## src/rtl/cpu_move_selector.sv

```systemverilog
// ---------------------------------------------------------------------------
// cpu_move_selector
//
// Chooses the CPU's move for one battle turn. The block classifies the
// battle into a strategy mode from both sides' HP, then scans every move
// slot. For each slot it asks the shared damage calculator for damage and
// accuracy over a req/valid handshake, and it keeps the best-scoring
// eligible slot. It reports the winner with a one-cycle done pulse, then
// waits for the battle FSM to drop CPU_turn before it can be re-armed.
//
// Optional feature macro: AI_PP_CHECK_EN
//   defined   : slots whose remaining PP is zero are ineligible
//   undefined : pp is accepted but ignored; eligibility is damage != 0
//
// Parameters
//   NUM_MOVES  number of move slots scanned (>= 2)
//   HP_W       HP field width
//   DMG_W      damage width
//   ACC_W      accuracy width (0..100 in use)
//   LOW_PCT    finish-mode threshold, percent of max HP
//   HIGH_PCT   aggressive-mode threshold, percent of CPU max HP
//
// Ports
//   Clk, Reset             clock, synchronous active-high reset
//   CPU_turn               level start request, sampled in IDLE
//   player_hp/_max_hp      player HP and max HP
//   CPU_hp/CPU_max_hp      CPU HP and max HP
//   pp                     remaining PP of slot move_idx
//   dmg_req, move_idx      damage request and the slot under evaluation
//   dmg_valid, damage,
//   accuracy               calculator response for move_idx
//   move, no_move          selected slot / no eligible slot (registered)
//   mode                   latched strategy: 0 BALANCED, 1 AGGRESSIVE, 2 FINISH
//   CPU_done               one-cycle completion pulse
// ---------------------------------------------------------------------------
module cpu_move_selector #(
  parameter int unsigned NUM_MOVES = 4,
  parameter int unsigned HP_W      = 8,
  parameter int unsigned DMG_W     = 8,
  parameter int unsigned ACC_W     = 8,
  parameter int unsigned LOW_PCT   = 20,
  parameter int unsigned HIGH_PCT  = 90,
  localparam int unsigned IW       = $clog2(NUM_MOVES)
) (
  input  logic             Clk,
  input  logic             Reset,
  input  logic             CPU_turn,
  input  logic [HP_W-1:0]  player_hp,
  input  logic [HP_W-1:0]  player_max_hp,
  input  logic [HP_W-1:0]  CPU_hp,
  input  logic [HP_W-1:0]  CPU_max_hp,
  input  logic [7:0]       pp,
  output logic             dmg_req,
  output logic [IW-1:0]    move_idx,
  input  logic             dmg_valid,
  input  logic [DMG_W-1:0] damage,
  input  logic [ACC_W-1:0] accuracy,
  output logic [IW-1:0]    move,
  output logic [1:0]       mode,
  output logic             no_move,
  output logic             CPU_done
);

  // HP*100 needs 7 extra bits; the balanced score needs the full product
  localparam int unsigned PW = HP_W + 7;
  localparam int unsigned SW = DMG_W + ACC_W;

  localparam logic [IW-1:0] LAST_IDX = IW'(NUM_MOVES - 1);
  localparam logic [PW-1:0] K_100    = PW'(100);
  localparam logic [PW-1:0] K_LOW    = PW'(LOW_PCT);
  localparam logic [PW-1:0] K_HIGH   = PW'(HIGH_PCT);

  localparam logic [1:0] MODE_BAL = 2'd0;
  localparam logic [1:0] MODE_AGG = 2'd1;
  localparam logic [1:0] MODE_FIN = 2'd2;

  typedef enum logic [2:0] {
    S_IDLE,
    S_CLASSIFY,
    S_REQ,
    S_DONE,
    S_WAIT_LOW
  } state_t;

  state_t           state, state_n;
  logic [IW-1:0]    move_idx_n;
  logic [IW-1:0]    best_idx, best_idx_n;
  logic [DMG_W-1:0] best_dmg, best_dmg_n;
  logic [ACC_W-1:0] best_acc, best_acc_n;
  logic             found, found_n;
  logic [IW-1:0]    move_n;
  logic [1:0]       mode_n;
  logic             no_move_n;
  logic             cpu_done_n;
  logic             dmg_req_n;

  // Strategy classification by cross-multiplication (no dividers)
  logic [PW-1:0] player_x100, player_low_lim;
  logic [PW-1:0] cpu_x100, cpu_low_lim, cpu_high_lim;
  logic          player_low, cpu_low, cpu_high, max_zero;
  logic [1:0]    mode_class;

  always_comb begin
    player_x100    = PW'(player_hp) * K_100;
    player_low_lim = PW'(player_max_hp) * K_LOW;
    cpu_x100       = PW'(CPU_hp) * K_100;
    cpu_low_lim    = PW'(CPU_max_hp) * K_LOW;
    cpu_high_lim   = PW'(CPU_max_hp) * K_HIGH;

    player_low = (player_x100 < player_low_lim);
    cpu_low    = (cpu_x100 < cpu_low_lim);
    cpu_high   = (cpu_x100 >= cpu_high_lim);
    max_zero   = (player_max_hp == '0) || (CPU_max_hp == '0);

    mode_class = MODE_BAL;
    if (max_zero) begin
      mode_class = MODE_BAL;
    end else if (player_low || cpu_low) begin
      mode_class = MODE_FIN;
    end else if (cpu_high) begin
      mode_class = MODE_AGG;
    end
  end

  // PP gating of eligibility
  logic pp_ok;
`ifdef AI_PP_CHECK_EN
  assign pp_ok = (pp != 8'd0);
`else
  logic unused_pp;
  assign unused_pp = &{1'b0, pp};
  assign pp_ok     = 1'b1;
`endif

  // Score comparison of the responding slot against the current best
  logic [SW-1:0] cand_score, best_score;
  logic          eligible, better, take;

  always_comb begin
    cand_score = SW'(damage) * SW'(accuracy);
    best_score = SW'(best_dmg) * SW'(best_acc);
    eligible   = (damage != '0) && pp_ok;

    better = 1'b0;
    case (mode)
      MODE_FIN: better = (accuracy > best_acc);
      MODE_AGG: better = (damage > best_dmg);
      default:  better = (cand_score > best_score);
    endcase

    // strict comparison keeps the lower index on ties
    take = eligible && (!found || better);
  end

  // State and output registers
  always_ff @(posedge Clk) begin
    if (Reset) begin
      state    <= S_IDLE;
      move_idx <= '0;
      best_idx <= '0;
      best_dmg <= '0;
      best_acc <= '0;
      found    <= 1'b0;
      move     <= '0;
      mode     <= MODE_BAL;
      no_move  <= 1'b0;
      CPU_done <= 1'b0;
      dmg_req  <= 1'b0;
    end else begin
      state    <= state_n;
      move_idx <= move_idx_n;
      best_idx <= best_idx_n;
      best_dmg <= best_dmg_n;
      best_acc <= best_acc_n;
      found    <= found_n;
      move     <= move_n;
      mode     <= mode_n;
      no_move  <= no_move_n;
      CPU_done <= cpu_done_n;
      dmg_req  <= dmg_req_n;
    end
  end

  // Next-state and next-output logic
  always_comb begin
    state_n    = state;
    move_idx_n = move_idx;
    best_idx_n = best_idx;
    best_dmg_n = best_dmg;
    best_acc_n = best_acc;
    found_n    = found;
    move_n     = move;
    mode_n     = mode;
    no_move_n  = no_move;
    cpu_done_n = 1'b0;
    dmg_req_n  = 1'b0;

    unique case (state)
      S_IDLE: begin
        best_idx_n = '0;
        best_dmg_n = '0;
        best_acc_n = '0;
        found_n    = 1'b0;
        if (CPU_turn) begin
          state_n = S_CLASSIFY;
        end
      end

      S_CLASSIFY: begin
        mode_n     = mode_class;
        move_idx_n = '0;
        dmg_req_n  = 1'b1;
        state_n    = S_REQ;
      end

      S_REQ: begin
        dmg_req_n = 1'b1;
        if (dmg_valid) begin
          if (take) begin
            best_idx_n = move_idx;
            best_dmg_n = damage;
            best_acc_n = accuracy;
            found_n    = 1'b1;
          end
          if (move_idx == LAST_IDX) begin
            // result registers load with the last slot already folded in,
            // so they are valid in the same cycle as the done pulse
            dmg_req_n  = 1'b0;
            cpu_done_n = 1'b1;
            move_n     = found_n ? best_idx_n : '0;
            no_move_n  = !found_n;
            state_n    = S_DONE;
          end else begin
            move_idx_n = move_idx + IW'(1);
          end
        end
      end

      S_DONE: begin
        state_n = S_WAIT_LOW;
      end

      S_WAIT_LOW: begin
        // hold off re-triggering until the battle FSM releases the turn
        if (!CPU_turn) begin
          state_n = S_IDLE;
        end
      end

      default: begin
        state_n = S_IDLE;
      end
    endcase
  end

endmodule
```

## config.mk

```make
export PLATFORM = sky130hd
export DESIGN_NAME = cpu_move_selector
export DESIGN_NICKNAME = d
export VERILOG_FILES = /design/src/rtl/cpu_move_selector.sv
export SDC_FILE = /design/constraint.sdc
export NUM_CORES = 1
export LEC_CHECK = 0
export BUFFER_PORTS_ARGS = -buffer_cell sky130_fd_sc_hd__buf_2
export CAP_MARGIN = 40
export CELL_PAD_IN_SITES_DETAIL_PLACEMENT = 1
export CELL_PAD_IN_SITES_GLOBAL_PLACEMENT = 2
export CORE_UTILIZATION = 35
export CTS_CLUSTER_DIAMETER = 200
export DETAILED_ROUTE_END_ITERATION = 16
export HOLD_SLACK_MARGIN = 0.1
export MAX_ROUTING_LAYER = met4
export PLACE_DENSITY_LB_ADDON = 0.1
export SLEW_MARGIN = 25
export SYNTH_ARGS = -nofsm -noshare
export SYNTH_HDL_FRONTEND = slang
export SYNTH_SLANG_ARGS = --single-unit
export TNS_END_PERCENT = 1
```

## constraint.sdc

```tcl
create_clock -name Clk -period 8.38 [get_ports Clk]
set_input_delay 1.257 -clock Clk [delete_from_list [all_inputs] [get_ports Clk]]
set_output_delay 1.257 -clock Clk [all_outputs]
set_load 0.005 [all_outputs]
```

Word-level counts from Yosys, hierarchy flattened --
Index checks and enable logic that the tools add are counted.
Storage, ports and cells: flip-flop bits (word level) 31
Cells by class: add/subtract/negate cells 1, multiply operators 7, order comparisons 6, eq/ne operators 13, multiplexer cells 31, bitwise gates (word level) 2, reduce and logical (&&, ||, !) cells 18
Operator list (count):
- $mul A8 B8 Y16 | 2
- $mux W8 | 4
- $pmux W8 S2 | 2
- $lt A15 B13 Y1 | 2
- $mul A8 B5 Y13 const B | 2
- $mul A8 B3 Y11 const B | 2
- $gt A16 B16 Y1 | 1
- $gt A8 B8 Y1 | 2
- $logic_not A8 Y1 | 2
- $ge A15 B15 Y1 | 1
- $pmux W3 S5 | 1
- $mul A8 B6 Y14 const B | 1
- $mux W2 | 7
- $mux W3 | 4
- $ne A2 B2 Y1 const B | 6
- $reduce_and A3 Y1 | 3
- $mux W1 | 8
- $pmux W2 S2 | 2
- $reduce_bool A8 Y1 | 1
- $eq A3 B2 Y1 const B | 2
- $pmux W1 S2 | 3
- $eq A2 B2 Y1 const B | 2
- $reduce_and A4 Y1 | 1
- $reduce_bool A2 Y1 | 2
- 11 further kinds | 15

Longest topological paths before layout --
depth in word-level cells 10, gate-level depth with buffers 27, depth with buffers taken out 25

Least setup slack after synthesis --
OpenSTA, ideal clock, no wires.
path type in2reg, start point input port damage[0], end point register best_acc[0], setup time 0.118 ns, data arrival time 6.451 ns, data required time 8.262 ns, setup slack 1.810 ns, cell stages on the path 25, buffers on the path 3, cells stage by stage clkbuf_1 nand2_1 fa_1 fa_1 inv_1 fa_1 inv_1 fa_1 inv_1 ha_1 inv_1 o21a_1 nor3_1 a211oi_1 a21oi_1 xnor2_1 ha_1 nand4_2 a2111o_1 o211a_2 o211ai_4 nand3_2 buf_6 buf_12 mux2i_1
On the way: cells in the longest elaborated chain, start to end 7
RTL lines:
- start: declaration | line 56 | input logic [DMG_W-1:0] damage,
- $mul A8 B8 Y16 | line 140 | cand_score = SW'(damage) * SW'(accuracy);
- $gt A16 B16 Y1 | line 148 | default: better = (cand_score > best_score);
- $pmux W1 S2 | line 145 | case (mode)
- $logic_or A1 B1 Y1 | line 152 | take = eligible && (!found || better);
- $logic_and A1 B1 Y1 (*) | line 152
- $ne A2 B2 Y1 (no source line) (*)
- $reduce_and A3 Y1 (no source line) (*)
- end signal: assignment | line 174 | best_acc <= best_acc_n;
- end: declaration | line 89 | logic [ACC_W-1:0] best_acc, best_acc_n;
Every way passes the cells marked *; elsewhere a longest branch is shown, timed or not. A chain may end at the register's enable or synchronous reset.

Worst setup path in the final report --
start point input port damage[3], end point register best_acc[5]
Same word-level chain as after synthesis.

==> impl_metrics.sql <==
INSERT INTO impl_metrics (metric_group, metric, value, unit) VALUES
('cells_and_area', 'drive_above_1_share', '6.81', '%'),
('power_and_ir_drop', 'cellLeakagePower', '5.49', 'nW'),
('global_route', 'number_of_antenna_violations_at_the_first_check_in_global_routing', '0', ''),
('yosys', 'synth-warning-count', '0', ''),
('clocking', 'ctsLongestPathBuffers', '2', ''),
('timing', 'hold_violations', '0', ''),
('global_route', 'total_congestion_overflow_after_global_routing', '0', ''),
('timing', 'final-setup-viol-count', '0', ''),
('yosys', 'ys_async_sr_fraction', '0', '%'),
('power_and_ir_drop', 'switching_power_as_a_share_of_total_power', '48.5', '%'),
('yosys', 'post_synth_mux_area_share', '2.10', '%'),
('place', 'place_congestion', '0.783', ''),
('timing', 'fmax', '143', 'MHz'),
('route', 'drc', '0', ''),
('yosys', 'synth_nets', '1518', ''),
('clocking', 'cts-root-buf', 'clkbuf_16', ''),
('setup_path', 'cp_data_required_time', '8580', 'ps'),
('floorplanning', 'fp.dieArea', '0.0281', 'mm2'),
('floorplanning', 'chipWidth', '168', 'um'),
('floorplanning', 'placement_rows', '60', ''),
('cells_and_area', 'register_cell_area_after_layout', '621', 'um2'),
('timing', 'post-route-min-period', '7000', 'ps'),
('place', 'portBuffers', '60', ''),
('clocking', 'cts_hold_buf', '0', ''),
('yosys', 'synth_xor_area_share', '4.83', '%'),
('floorplanning', 'initial_core_util', '35.7', '%'),
('clocking', 'post-cts-setup-buffer-count', '0', ''),
('floorplanning', 'top_level_ports', '69', ''),
('setup_path', 'critical_path_class', 'in -> reg', ''),
('timing', 'max-slew-margin-rel', '63.8', '%'),
('timing', 'finalMaxSlewViolations', '0', ''),
('setup_path', 'setup.worst_path.end_class', 'register', ''),
('cells_and_area', 'total_of_fill_cells_in_the_finished_design', '3263', ''),
('cells_and_area', 'nNetsFinal', '1577', ''),
('route', 'antenna_left', '0', ''),
('route', 'dr.pass1.iters', '4', ''),
('yosys', 'synth_compound_gate_area_share', '11.2', '%'),
('yosys', 'register_bit_count_reported_by_yosys', '31', ''),
('min_path', 'holdCritPathClass', 'reg -> reg', ''),
('clocking', 'worstSkewPairLatency', '280', 'ps'),
('route', 'detail_route.vias_per_cell', '5.02', ''),
('route', 'detail_route.iter0.violations', '189', ''),
('yosys', 'yosysUniqueCellTypes', '63', ''),
('cells_and_area', 'multi_input_comb_area', '0.00817', 'mm2'),
('clocking', 'post_cts_resize_count', '0', ''),
('yosys', 'number_of_enable_type_register_cells_in_the_synthesized_netlist', '0', ''),
('cells_and_area', 'area_delta_synth_final', '8.92', '%'),
('timing', 'rsz_0062_raised_after_global_routing', 'no', ''),
('clocking', 'clock-sinks', '31', ''),
('yosys', 'synth_top_family_by_area', 'adder cells', ''),
('floorplanning', 'die_h', '168', 'um'),
('timing', 'fin_tns_setup', '0', 'ps'),
('power_and_ir_drop', 'total_power', '1.57', 'mW'),
('yosys', 'synth.cell_area', '0.00961', 'mm2'),
('clocking', 'cts_htree_levels', '2', ''),
('setup_path', 'crit_arrival', '7210', 'ps'),
('clocking', 'cts_made_buffers', '5', ''),
('outcome', 'status', 'completed', ''),
('clocking', 'tritoncts_clock_tree', 'yes', ''),
('timing', 'final_worst_path_period_share', '83.6', '%'),
('floorplanning', 'core_area', '0.0270', 'mm2'),
('route', 'drt-met1-wl', '12000', 'um'),
('timing', 'clock_skew', '2.56', 'ps'),
('setup_path', 'critical_path.max_fanout', '18', ''),
('power_and_ir_drop', 'share_clk_of_total_power', '12.5', '%'),
('route', 'postRouteWirelength', '24600', 'um'),
('setup_path', 'critPathLaunchType', 'input pin', ''),
('yosys', 'synth_flop_cell', 'dfxtp_1', ''),
('power_and_ir_drop', 'combinationalPowerShare', '77.5', '%'),
('route', 'route.met3.wl', '326', 'um'),
('power_and_ir_drop', 'seq_power_share', '10.0', '%');
-- flip-flops by register name, indices dropped and copies added (netlist names) --
name and flops:
best_idx 2, found 1, CPU_done 1, move_idx 2
state 3, dmg_req 1, best_dmg 8, no_move 1
move 2, best_acc 8, mode 2
-- power by group through the flow --
stage	registers [mW]	clock network, mW	logic [mW]
2_1_floorplan	0.157	0	0.912
3_3_place_gp	0.160	0	1.20
3_5_place_dp	0.160	0	1.24
4_1_cts	0.157	0.200	1.25
5_1_grt	0.157	0.207	1.41
6_report	0.157	0.195	1.21
-- cell usage after synthesis (9+ instances only) --
library cell	n	area, um2
inv_1	203	762
mux2i_1	19	190
nor3_1	19	95.1
nand3_1	10	50.1
a211oi_1	10	75.1
xnor2_1	35	307
clkbuf_1	9	33.8
and3_1	10	62.6
fa_1	91	1820
a21o_1	21	158
nand2_1	79	297
and2_1	69	432
nor2b_1	17	106
nor4_1	9	56.3
ha_1	237	2970
xor2_1	18	158
a21oi_1	54	270
nor2_1	72	270
nand2b_1	13	81.3
o21ai_0	19	95.1
dfxtp_1	31	621
-- worst paths after layout --
path	to	slack (ps)	depth (start not counted)	startpoint
max	best_acc[5]$_SDFFE_PP0P_	1380	24	damage[3]
min	best_idx[1]$_SDFFE_PP0P_	480	2	best_idx[1]$_SDFFE_PP0P_
max reg2reg	best_acc[5]$_SDFFE_PP0P_	1940	23	best_dmg[2]$_SDFFE_PP0P_
min reg2reg	best_idx[1]$_SDFFE_PP0P_	480	2	best_idx[1]$_SDFFE_PP0P_
-- layout make-up --
type | count | share of cell area (%)
timing repair buffer | 63 | 3.12
clock inverter | 1 | 0.0717
inverter | 204 | 7.32
clock buffer | 7 | 1.46
multi-input combinational | 884 | 78.0
tap | 341 | 4.08
sequential | 31 | 5.93
-- per-layer routing --
layer	track usage (%)	up-vias
met5	-	-
met4	2.39	0
met3	1.13	13
met2	33.0	64
met1	24.1	3714
li1	-	3896
-- cells by family (layout without fill, tap and decap cells) --
kind of cell,Yosys count,after routing
muxes,20,20
adders and majority gates,328,328
buffers and inverters,215,275
xor gates and xnor gates,53,53
AOI/OAI and AO/OA,163,163
and+or+nand+nor,320,320
DFF,31,31
-- per-stage QoR --
stage / area, um2 / std cells / hold slack [ps] / worst slack [ps] / util, %
global placement: 10300 / 1522 / 463 / 1100 / 38.2
floorplan: 9610 / 1130 / 450 / 1810 / -
detailed placement: 10300 / 1523 / 472 / 1030 / 38.2
CTS: 10500 / 1531 / 479 / 1300 / 38.8
global route: 10500 / 1531 / 507 / 966 / 38.8
finish: 10500 / 1531 / 476 / 1380 / 38.8
-- critical path, stage by stage --
cell and delay [ps]:
buf_2 300, nand2_1 130, fa_1 520, fa_1 490, inv_1 50, fa_1 530
inv_1 50, fa_1 520, inv_1 40, ha_1 340, inv_1 70, o21a_1 180
nor3_1 300, a211oi_1 190, a21oi_1 200, xnor2_1 110, ha_1 320, nand4_2 130
or4_1 490, nand2_1 140, o211ai_4 130, nand3_2 90, buf_4 330, mux2i_1 240
-- placed cells by master (no fill, tap or decap), types with 3 or more instances in the layout --
cell / count
a31oi_1: 5
ha_1: 237
o21ai_0: 19
xnor2_1: 35
dfxtp_1: 31
nor2b_1: 17
inv_1: 203
nand2b_1: 13
and3_1: 10
nand3_1: 10
nor2_1: 72
a22oi_1: 4
a21oi_1: 54
nand2_1: 79
xor2_1: 18
o21bai_1: 8
a211oi_1: 10
o21a_1: 8
a211o_1: 4
and2_1: 69
a21o_1: 21
or2_2: 3
nand4_1: 6
buf_2: 60
mux2i_1: 19
clkbuf_16: 5
o31ai_1: 3
nor3_1: 19
nor4_1: 9
fa_1: 91
o211ai_1: 4
No activity file was read; power rests on OpenSTA's default activity.
